`config.mk`:
```
export PLATFORM = sky130hd
export DESIGN_NAME = fetch_stage
export DESIGN_NICKNAME = d
export VERILOG_FILES = /design/src/rtl/fetch_stage_pkg.sv /design/src/rtl/fetch_stage_if_id_reg.sv /design/src/rtl/fetch_stage.sv
export SDC_FILE = /design/constraint.sdc
export NUM_CORES = 1
export LEC_CHECK = 0
export CELL_PAD_IN_SITES_DETAIL_PLACEMENT = 2
export CELL_PAD_IN_SITES_GLOBAL_PLACEMENT = 2
export CORE_MARGIN = 2
export CORE_UTILIZATION = 30
export DETAILED_ROUTE_END_ITERATION = 16
export PLACE_DENSITY = 0.8
export SYNTH_ARGS = -nofsm -noshare
export SYNTH_HDL_FRONTEND = slang
export SYNTH_HIERARCHICAL = 1
export SYNTH_SLANG_ARGS = --single-unit
```
`constraint.sdc`:
```
create_clock -name clk -period 3 [get_ports clk]
set_input_delay 0.6 -clock clk [delete_from_list [all_inputs] [get_ports clk]]
set_output_delay 0.6 -clock clk [all_outputs]
set_load 0.005 [all_outputs]
```
`src/rtl/fetch_stage_pkg.sv`:
```
// Constants and types shared by the fetch and decode stages.
package fetch_stage_pkg;

    localparam int          PC_W     = 32;
    localparam logic [4:0]  LDM_OPC  = 5'b11001;
    localparam logic [15:0] NOP_WORD = 16'h0000;

    typedef enum logic [1:0] {
        BOOT_HI = 2'd0,
        BOOT_LO = 2'd1,
        RUN     = 2'd2
    } fetch_state_e;

endpackage

```
`src/rtl/fetch_stage_if_id_reg.sv`:
```
// IF/ID pipeline register: bubble insert has priority over stall hold.
module if_id_reg #(
    parameter logic [15:0] BUBBLE_WORD = 16'h0000
) (
    input  logic        clk,
    input  logic        rst,
    input  logic        bubble,
    input  logic        hold,
    input  logic [15:0] instr_d,
    input  logic [31:0] pc_next_d,
    input  logic        ldm_d,
    output logic [15:0] if_instr,
    output logic [31:0] if_pc_next,
    output logic        if_ldm_value,
    output logic        if_valid
);

    always_ff @(posedge clk or negedge rst) begin
        if (!rst) begin
            if_instr     <= BUBBLE_WORD;
            if_pc_next   <= '0;
            if_ldm_value <= 1'b0;
            if_valid     <= 1'b0;
        end else if (bubble) begin
            if_instr     <= BUBBLE_WORD;
            if_pc_next   <= '0;
            if_ldm_value <= 1'b0;
            if_valid     <= 1'b0;
        end else if (!hold) begin
            if_instr     <= instr_d;
            if_pc_next   <= pc_next_d;
            if_ldm_value <= ldm_d;
            if_valid     <= 1'b1;
        end
    end

endmodule

```
`src/rtl/fetch_stage.sv`:
```
// Instruction fetch: boots the PC from memory words 0/1, applies redirects,
// and tags the immediate word that follows an LDM opcode.
module fetch_stage #(
    parameter int          ADDR_W   = 20,
    parameter logic [4:0]  LDM_OPC  = fetch_stage_pkg::LDM_OPC,
    parameter logic [15:0] NOP_WORD = fetch_stage_pkg::NOP_WORD
) (
    input  logic              clk,
    input  logic              rst,
    output logic [ADDR_W-1:0] imem_addr,
    input  logic [15:0]       imem_data,
    input  logic              stall,
    input  logic              flush,
    input  logic              load_0_pc,
    input  logic              jmp_valid,
    input  logic [31:0]       jmp_pc,
    input  logic              pop_pc_valid,
    input  logic [31:0]       pop_pc,
    output logic [15:0]       if_instr,
    output logic [31:0]       if_pc_next,
    output logic              if_ldm_value,
    output logic              if_valid,
    output logic              booting
);
    import fetch_stage_pkg::*;

    fetch_state_e    state, state_nxt;
    logic [PC_W-1:0] pc, pc_nxt, pc_inc;
    logic [15:0]     boot_hi;
    logic            pend_imm, pend_nxt;
    logic            bubble, hold, accept, is_ldm;

    assign pc_inc = pc + 32'd1;
    assign is_ldm = (imem_data[15:11] == LDM_OPC);
    assign accept = !bubble && !hold;

    always_ff @(posedge clk or negedge rst) begin
        if (!rst) state <= BOOT_HI;
        else      state <= state_nxt;
    end

    always_comb begin
        state_nxt = state;
        case (state)
            BOOT_HI: state_nxt = BOOT_LO;
            BOOT_LO: state_nxt = RUN;
            RUN:     state_nxt = load_0_pc ? BOOT_HI : RUN;
            default: state_nxt = BOOT_HI;
        endcase
    end

    // Boot states bubble IF/ID unconditionally and ignore decode's controls.
    always_comb begin
        imem_addr = pc[ADDR_W-1:0];
        booting   = 1'b0;
        bubble    = 1'b1;
        hold      = 1'b0;
        case (state)
            BOOT_HI: begin
                imem_addr = '0;
                booting   = 1'b1;
            end
            BOOT_LO: begin
                imem_addr = ADDR_W'(1);
                booting   = 1'b1;
            end
            RUN: begin
                bubble = load_0_pc || flush || pop_pc_valid || jmp_valid;
                hold   = stall;
            end
            default: ;
        endcase
    end

    always_comb begin
        pc_nxt = pc;
        if (state == BOOT_LO)
            pc_nxt = {boot_hi, imem_data};
        else if (state == RUN && !load_0_pc) begin
            if (pop_pc_valid)   pc_nxt = pop_pc;
            else if (jmp_valid) pc_nxt = jmp_pc;
            else if (!stall)    pc_nxt = pc_inc;
        end
    end

    // The word after an LDM opcode is data, even if its top bits look like LDM.
    always_comb begin
        pend_nxt = pend_imm;
        if (bubble)      pend_nxt = 1'b0;
        else if (accept) pend_nxt = is_ldm && !pend_imm;
    end

    always_ff @(posedge clk or negedge rst) begin
        if (!rst) begin
            pc       <= '0;
            boot_hi  <= '0;
            pend_imm <= 1'b0;
        end else begin
            pc       <= pc_nxt;
            pend_imm <= pend_nxt;
            if (state == BOOT_HI) boot_hi <= imem_data;
        end
    end

    if_id_reg #(.BUBBLE_WORD(NOP_WORD)) u_if_id (
        .clk          (clk),
        .rst          (rst),
        .bubble       (bubble),
        .hold         (hold),
        .instr_d      (imem_data),
        .pc_next_d    (pc_inc),
        .ldm_d        (pend_imm),
        .if_instr     (if_instr),
        .if_pc_next   (if_pc_next),
        .if_ldm_value (if_ldm_value),
        .if_valid     (if_valid)
    );

endmodule
```
==> impl_metrics.ini, run 1 <==
[synth]
ys_seq_area_frac = 0.4313
synth_top_area_frac = 0.4313
synth_nets = 689
synth_area_um2 = 5859
synth_ff_type = dfrtp_1
synthCells = 601
avgSynthCellArea_um2 = 9.749
synthTopCellsByArea = dfrtp_1 (43%), mux2i_1 (10%), nor2_1 (5.4%), mux2_2 (3.1%), xor2_1 (2.4%)
synthArstFlopShare = 1.000
yosys_warnings = 6
synth_edf_count = 0
synth_seq_cells = 101
ys_types = 63
yosys.area.top_type = dfrtp_1

[floorplanning]
rows = 51
initial_core_util = 0.3030
die_area_um2 = 20670
dieWidth_um = 143.8
core-area_um2 = 19330
io_pins = 158
fp.dieH_um = 143.8

[clock_network]
cts_hold_buf = 0
cts_max_path_buffers = 2
ctsRootBufferMaster = clkbuf_16
cts_buffers = 9
cts_tree = done
cts_sinks = 101
post_cts_resize_count = 0
cts_setup_buffers = 0
clock_latency_ns = 0.36
cts.htree.levels = 3
clkSlewWorstSetupHoldPaths_ns = 0.08

[timing]
period_share = 0.8415
rsz0062_at_grt = no
hold_viol = 0
max_freq_ghz = 0.3961
fin_tns_setup_ns = 0
skew_ns = 0.007441
tightest_slew_ns = 0.8971
slew_viol_final = 0
setup_violations = 0
slew_headroom = 0.3965
min_period_ns = 2.524

[worst_setup_path]
crit_path_max_fanout = 9
path_depth = 6
worst-r2r-cell-count = 6
arrival_ns = 2.76
crit_type = flip-flop to flip-flop
critical_path.endpoint_type = flip-flop
crit_slowest_cell = nor4_1
cpPeakStageDelay_ns = 0.83
crit_family = simple AND/OR/NAND/NOR gates
cp.required_ns = 3.24
cp-start-kind = flip-flop
worstPathCellList = nand4_4 -> nor4_1 -> a31oi_1 -> or2_2 -> mux2i_1 -> nor2_1
crit_buf_inv = 0

[grt]
grt_usage = 0.2404
grt_overflow = 0
grt_pass1_wl_mm = 37.12
grt_max_degree = 39
grt_pass1_vias = 6030
antenna_found_initial = 0

[route]
finalWirelength_mm = 24.15
drt-initial-drc-count = 343
route.detailed.drc = 0
vias = 5461
wl_per_cell_um = 23.68
drt_pass1_iterations = 4
ant_nets = 0
drt-vias-per-instance = 5.354

[run_status]
status = finished clean

[power]
vdd_drop_max_uv = 369.3
cellPowerDensity_nw_per_um2 = 788.8
power.leakage_nw = 3.191

[placed_design]
gp_congestion = 0.9045
dpl.hpwl_mm = 18.16
place_inst = 1004
port_buffers = 157

[cells_and_area]
final_util = 0.4167
nets = 838
drive_above_1_share = 0.1060
syn2layout_area_growth_pct = 37.50
layoutNonFillerInstCount = 1020
antenna_cells = 0

[run]
cap_violations = 0

[min_path]
hp-class = input pin to asynchronous set/reset pin
==> cells in the mapped netlist, drive strengths merged, types with 3 or more instances <==
master,count
xnor2,12
nand2b,3
and4,7
and2,17
nand2,33
nand4,10
o21ai,23
a211oi,5
clkbuf,28
inv,8
o31a,3
nor2b,3
a31oi,5
nor4,6
a21oi,21
a221oi,11
nor2,86
a22oi,4
buf,19
o22ai,6
nand3,17
dfrtp,101
nor3,24
a221o,10
o211ai,7
mux2,16
or3,6
o221ai,3
mux2i,60
xor2,16
or2,3
and3,5
==> layer usage <==
| layer | part of all wire | global-route usage | wire, µm |
|---|---|---|---|
| met4 | 0.028 | 0.08153 | 667 |
| met3 | 0.042 | 0.04565 | 1026 |
| met1 | 0.44 | 0.3062 | 10570 |
| met5 | 0 | 0 | 0 |
| met2 | 0.49 | 0.4090 | 11890 |
==> cell families after synthesis <==
family | count (synthesis) | share of synthesized area
multiplexers | 76 | 0.1332
adder cells (fa/ha/maj) | 1 | 0.002135
AO/OA/AOI/OAI | 114 | 0.1369
AND/OR/NAND/NOR | 226 | 0.2035
buffers and inverters | 55 | 0.05103
flip-flops | 101 | 0.4313
XOR/XNOR | 28 | 0.04185
==> layout by cell type, fill, tap and decap left out, types with 3 or more instances in the layout <==
cell type and instances:
a211oi_1 5, a21oi_1 20, a221o_1 10, a221oi_1 11, a22oi_1 4, a31oi_1 5
and2_1 17, and3_1 5, and4_1 7, buf_12 3, buf_4 26, clkbuf_16 9
clkdlybuf4s50_1 156, clkinvlp_4 3, dfrtp_1 101, inv_1 8, mux2_2 16, mux2i_1 60
nand2_1 33, nand2b_1 3, nand3_1 16, nand4_1 8, nor2_1 85, nor3_1 22
nor4_1 3, nor4_4 3, o211ai_1 7, o21ai_0 23, o221ai_1 3, o22ai_1 6
o31a_1 3, or2_2 3, or3_1 4, xnor2_1 12, xor2_1 16
==> where the power goes <==
part / switching (W) / internal, W / total, W
combinational: 0.00149 / 0.00132 / 0.00281
clock: 0.000608 / 0.000662 / 0.00127
sequential: 0.000555 / 0.00172 / 0.00228
==> worst register-to-register path, delay by kind of cell (launching register included) <==
family / cells / cell delay (ns)
AOI/OAI and AO/OA: 1 / 0.23
muxes: 1 / 0.13
and+or+nand+nor: 4 / 1.49
DFF: 1 / 0.55
==> flip-flops by register name (all words and copies together) (netlist names) <==
| signal | count |
|---|---|
| boot_hi | 16 |
| pc | 32 |
| pend_imm | 1 |
| state | 2 |
| u_if_id/if_instr | 16 |
| u_if_id/if_ldm_value | 1 |
| u_if_id/if_pc_next | 32 |
| u_if_id/if_valid | 1 |
==> final timing paths <==
check	from	end	slack [ns]
worst max register to register	pc[3]	u_if_id/if_pc_next[17]	0.48
min in group clk	boot_hi[8]	pc[24]	0.50
max in group asynchronous	rst	boot_hi[2]	2.09
worst max-delay path	pc[3]	u_if_id/if_pc_next[17]	0.48
worst min register to register	boot_hi[8]	pc[24]	0.50
worst min-delay path	rst	u_if_id/if_pc_next[14]	0.21
==> per-stage QoR <==
stage          area, µm²  power, W  setup WS, ns  hold WS [ns]
2_1_floorplan       5859  0.003893        0.8415        0.3044
3_3_place_gp        7747  0.004901        0.3332        0.4733
3_5_place_dp        7747  0.005075        0.2439        0.4902
4_1_cts             8056  0.006381        0.4803        0.2372
5_1_grt             8056  0.006762        0.3740        0.2520
6_report            8056  0.006355        0.4756        0.2146
==> cell type report <==
type                       instances  area, µm²
multi-input combinational        445       3042
clock buffer                       9      225.2
sequential                       101       2527
clock inverter                     7      83.83
timing repair buffer             185       1817
fill                            2063      11280
tap                              265      331.6
inverter                           8      30.03
Power figures use the tool's default switching activity.
==> inputs of run 2 (changes only) <==
- clock period: 3 -> 2.4 ns (I/O delays scaled with it)
==> run 2 against run 1 <==
Against the previous run:
- sequential power is 21% higher
- final cell count is 2.9% higher
- register-to-register slack worse by 0.36 ns
- critical path type unchanged
- critical endpoint is now u_if_id/if_pc_next[26]
==> impl_metrics.ini, run 2 (same netlist as run 1, synthesis figures left out) <==
[run]
cap_violations = 0

[route]
finalWirelength_mm = 25.20
drt_pass1_iterations = 4
route.detailed.drc = 0
ant_nets = 0
wl_per_cell_um = 24.00
vias = 5678
drt-initial-drc-count = 260
drt-vias-per-instance = 5.408

[cells_and_area]
mostFrequentLayoutCell = clkdlybuf4s50_1
syn2layout_area_growth_pct = 42.24
final_util = 0.4310
reg_top3 = pc x32, u_if_id/if_pc_next x32
layout_common_cells = clkdlybuf4s50_1 (156), dfrtp_1 (100), nor2_1 (85), mux2i_1 (60), buf_4 (52)
antenna_cells = 0
fillers = 2066
drive_above_1_share = 0.1414
nets = 868

[clock_network]
clkSlewWorstSetupHoldPaths_ns = 0.08
clock_latency_ns = 0.36
cts_buffers = 9
cts_max_path_buffers = 2
ctsRootBufferMaster = clkbuf_16
cts_tree = done
cts_setup_buffers = 0
post_cts_resize_count = 0
cts_sinks = 101
cts.htree.levels = 3
cts_hold_buf = 0

[grt]
antenna_found_initial = 0
grt_pass1_vias = 6390
grt_overflow = 0
grt_pass1_wl_mm = 38.50
grt_max_degree = 51
grt_usage = 0.2496

[timing]
hold_viol = 0
tightest_slew_ns = 0.5802
min_period_ns = 2.285
period_share = 0.9522
slew_viol_final = 0
slew_headroom = 0.6118
skew_ns = 0.01364
rsz0062_at_grt = no
fin_tns_setup_ns = 0
max_freq_ghz = 0.4376
setup_violations = 0

[power]
cellPowerDensity_nw_per_um2 = 993.9
power.leakage_nw = 3.365
vdd_drop_max_uv = 413.2
finalPower_w = 0.008283

[worst_setup_path]
crit_buf_inv = 0
cpPeakStageDelay_ns = 0.69
cp-start-kind = flip-flop
crit_type = flip-flop to flip-flop
crit_path_max_fanout = 10
crit_slowest_cell = or4_4
worstPathCellList = nand3_1 -> or4_4 -> or3_4 -> xnor2_1 -> mux2i_1 -> nor2_1
critical_path.endpoint_type = flip-flop
cp.required_ns = 2.64
arrival_ns = 2.53
crit_family = simple AND/OR/NAND/NOR gates

[min_path]
hp-class = input pin to asynchronous set/reset pin

[placed_design]
dpl.hpwl_mm = 19.21
port_buffers = 157
gp_congestion = 0.8602

[floorplanning]
fp.dieH_um = 143.8
rows = 51
dieWidth_um = 143.8
io_pins = 158
initial_core_util = 0.3030
core-area_um2 = 19330
die_area_um2 = 20670

[run_status]
status = finished clean
## run 2: changes by cell type in the layout (fill, tap and decap cells not counted)
cell,before,now
inv_8,2,1
inv_6,0,4
dfrtp_1,101,100
clkinvlp_4,3,0
buf_12,3,7
buf_4,26,52
dfrtp_2,0,1
## run 2: metal layers
metal / GRT usage / vias to the layer above / part of all wire
met3: 0.03632 / 35 / 0.044
met4: 0.08204 / 0 / 0.023
met2: 0.4386 / 173 / 0.50
li1: - / 2539 / -
met5: 0 / - / 0
met1: 0.3143 / 2931 / 0.43
## run 2: path summary, 6_finish.rpt
kind	start	to	slack, ns	depth (start not counted)
worst max-delay path	pc[5]	u_if_id/if_pc_next[26]	0.11	6
worst min register to register	boot_hi[12]	pc[28]	0.51	2
max in group asynchronous	rst	pc[22]	1.66	2
worst min-delay path	rst	u_if_id/if_pc_next[10]	0.08	1
worst max register to register	pc[5]	u_if_id/if_pc_next[26]	0.11	6
min in group clk	boot_hi[12]	pc[28]	0.51	2
## run 2: metrics by stage
step	worst slack, ns	hold slack (ns)	cells	cell area, µm²
5_1_grt	0.01500	0.1077	1050	8334
3_5_place_dp	-0.1136	0.4706	1034	8023
2_1_floorplan	0.2572	0.1844	601	5859
4_1_cts	0.08704	0.08529	1050	8333
3_3_place_gp	-0.02834	0.4618	1034	8023
6_report	0.1148	0.07957	1050	8334
## run 2: worst reg2reg max path: cells and delay by family (launching register included)
| kind | cells | cell delay, ns |
|---|---|---|
| xor+xnor | 1 | 0.16 |
| flops | 1 | 0.44 |
| simple gates | 4 | 1.40 |
| mux | 1 | 0.17 |
## run 2: cell type report
type	count	area, µm²	area share
clock buffer	9	225.2	0.02702
clock inverter	7	85.08	0.01021
inverter	8	30.03	0.003603
multi-input combinational	445	3042	0.3650
sequential	101	2529	0.3034
tap	265	331.6	0.03978
timing repair buffer	215	2092	0.2510
## run 2: report_power, final
| group | switching, W | internal, W |
|---|---|---|
| sequential | 0.000618 | 0.00215 |
| combinational | 0.00205 | 0.00186 |
| clock | 0.000763 | 0.000836 |
| total | 0.00344 | 0.00485 |
==> inputs of run 3 (changes only) <==
- GPL_TIMING_DRIVEN: default -> 1
==> results of run 3 <==
The final DEF is identical to that of run 2; final timing and power are the same.
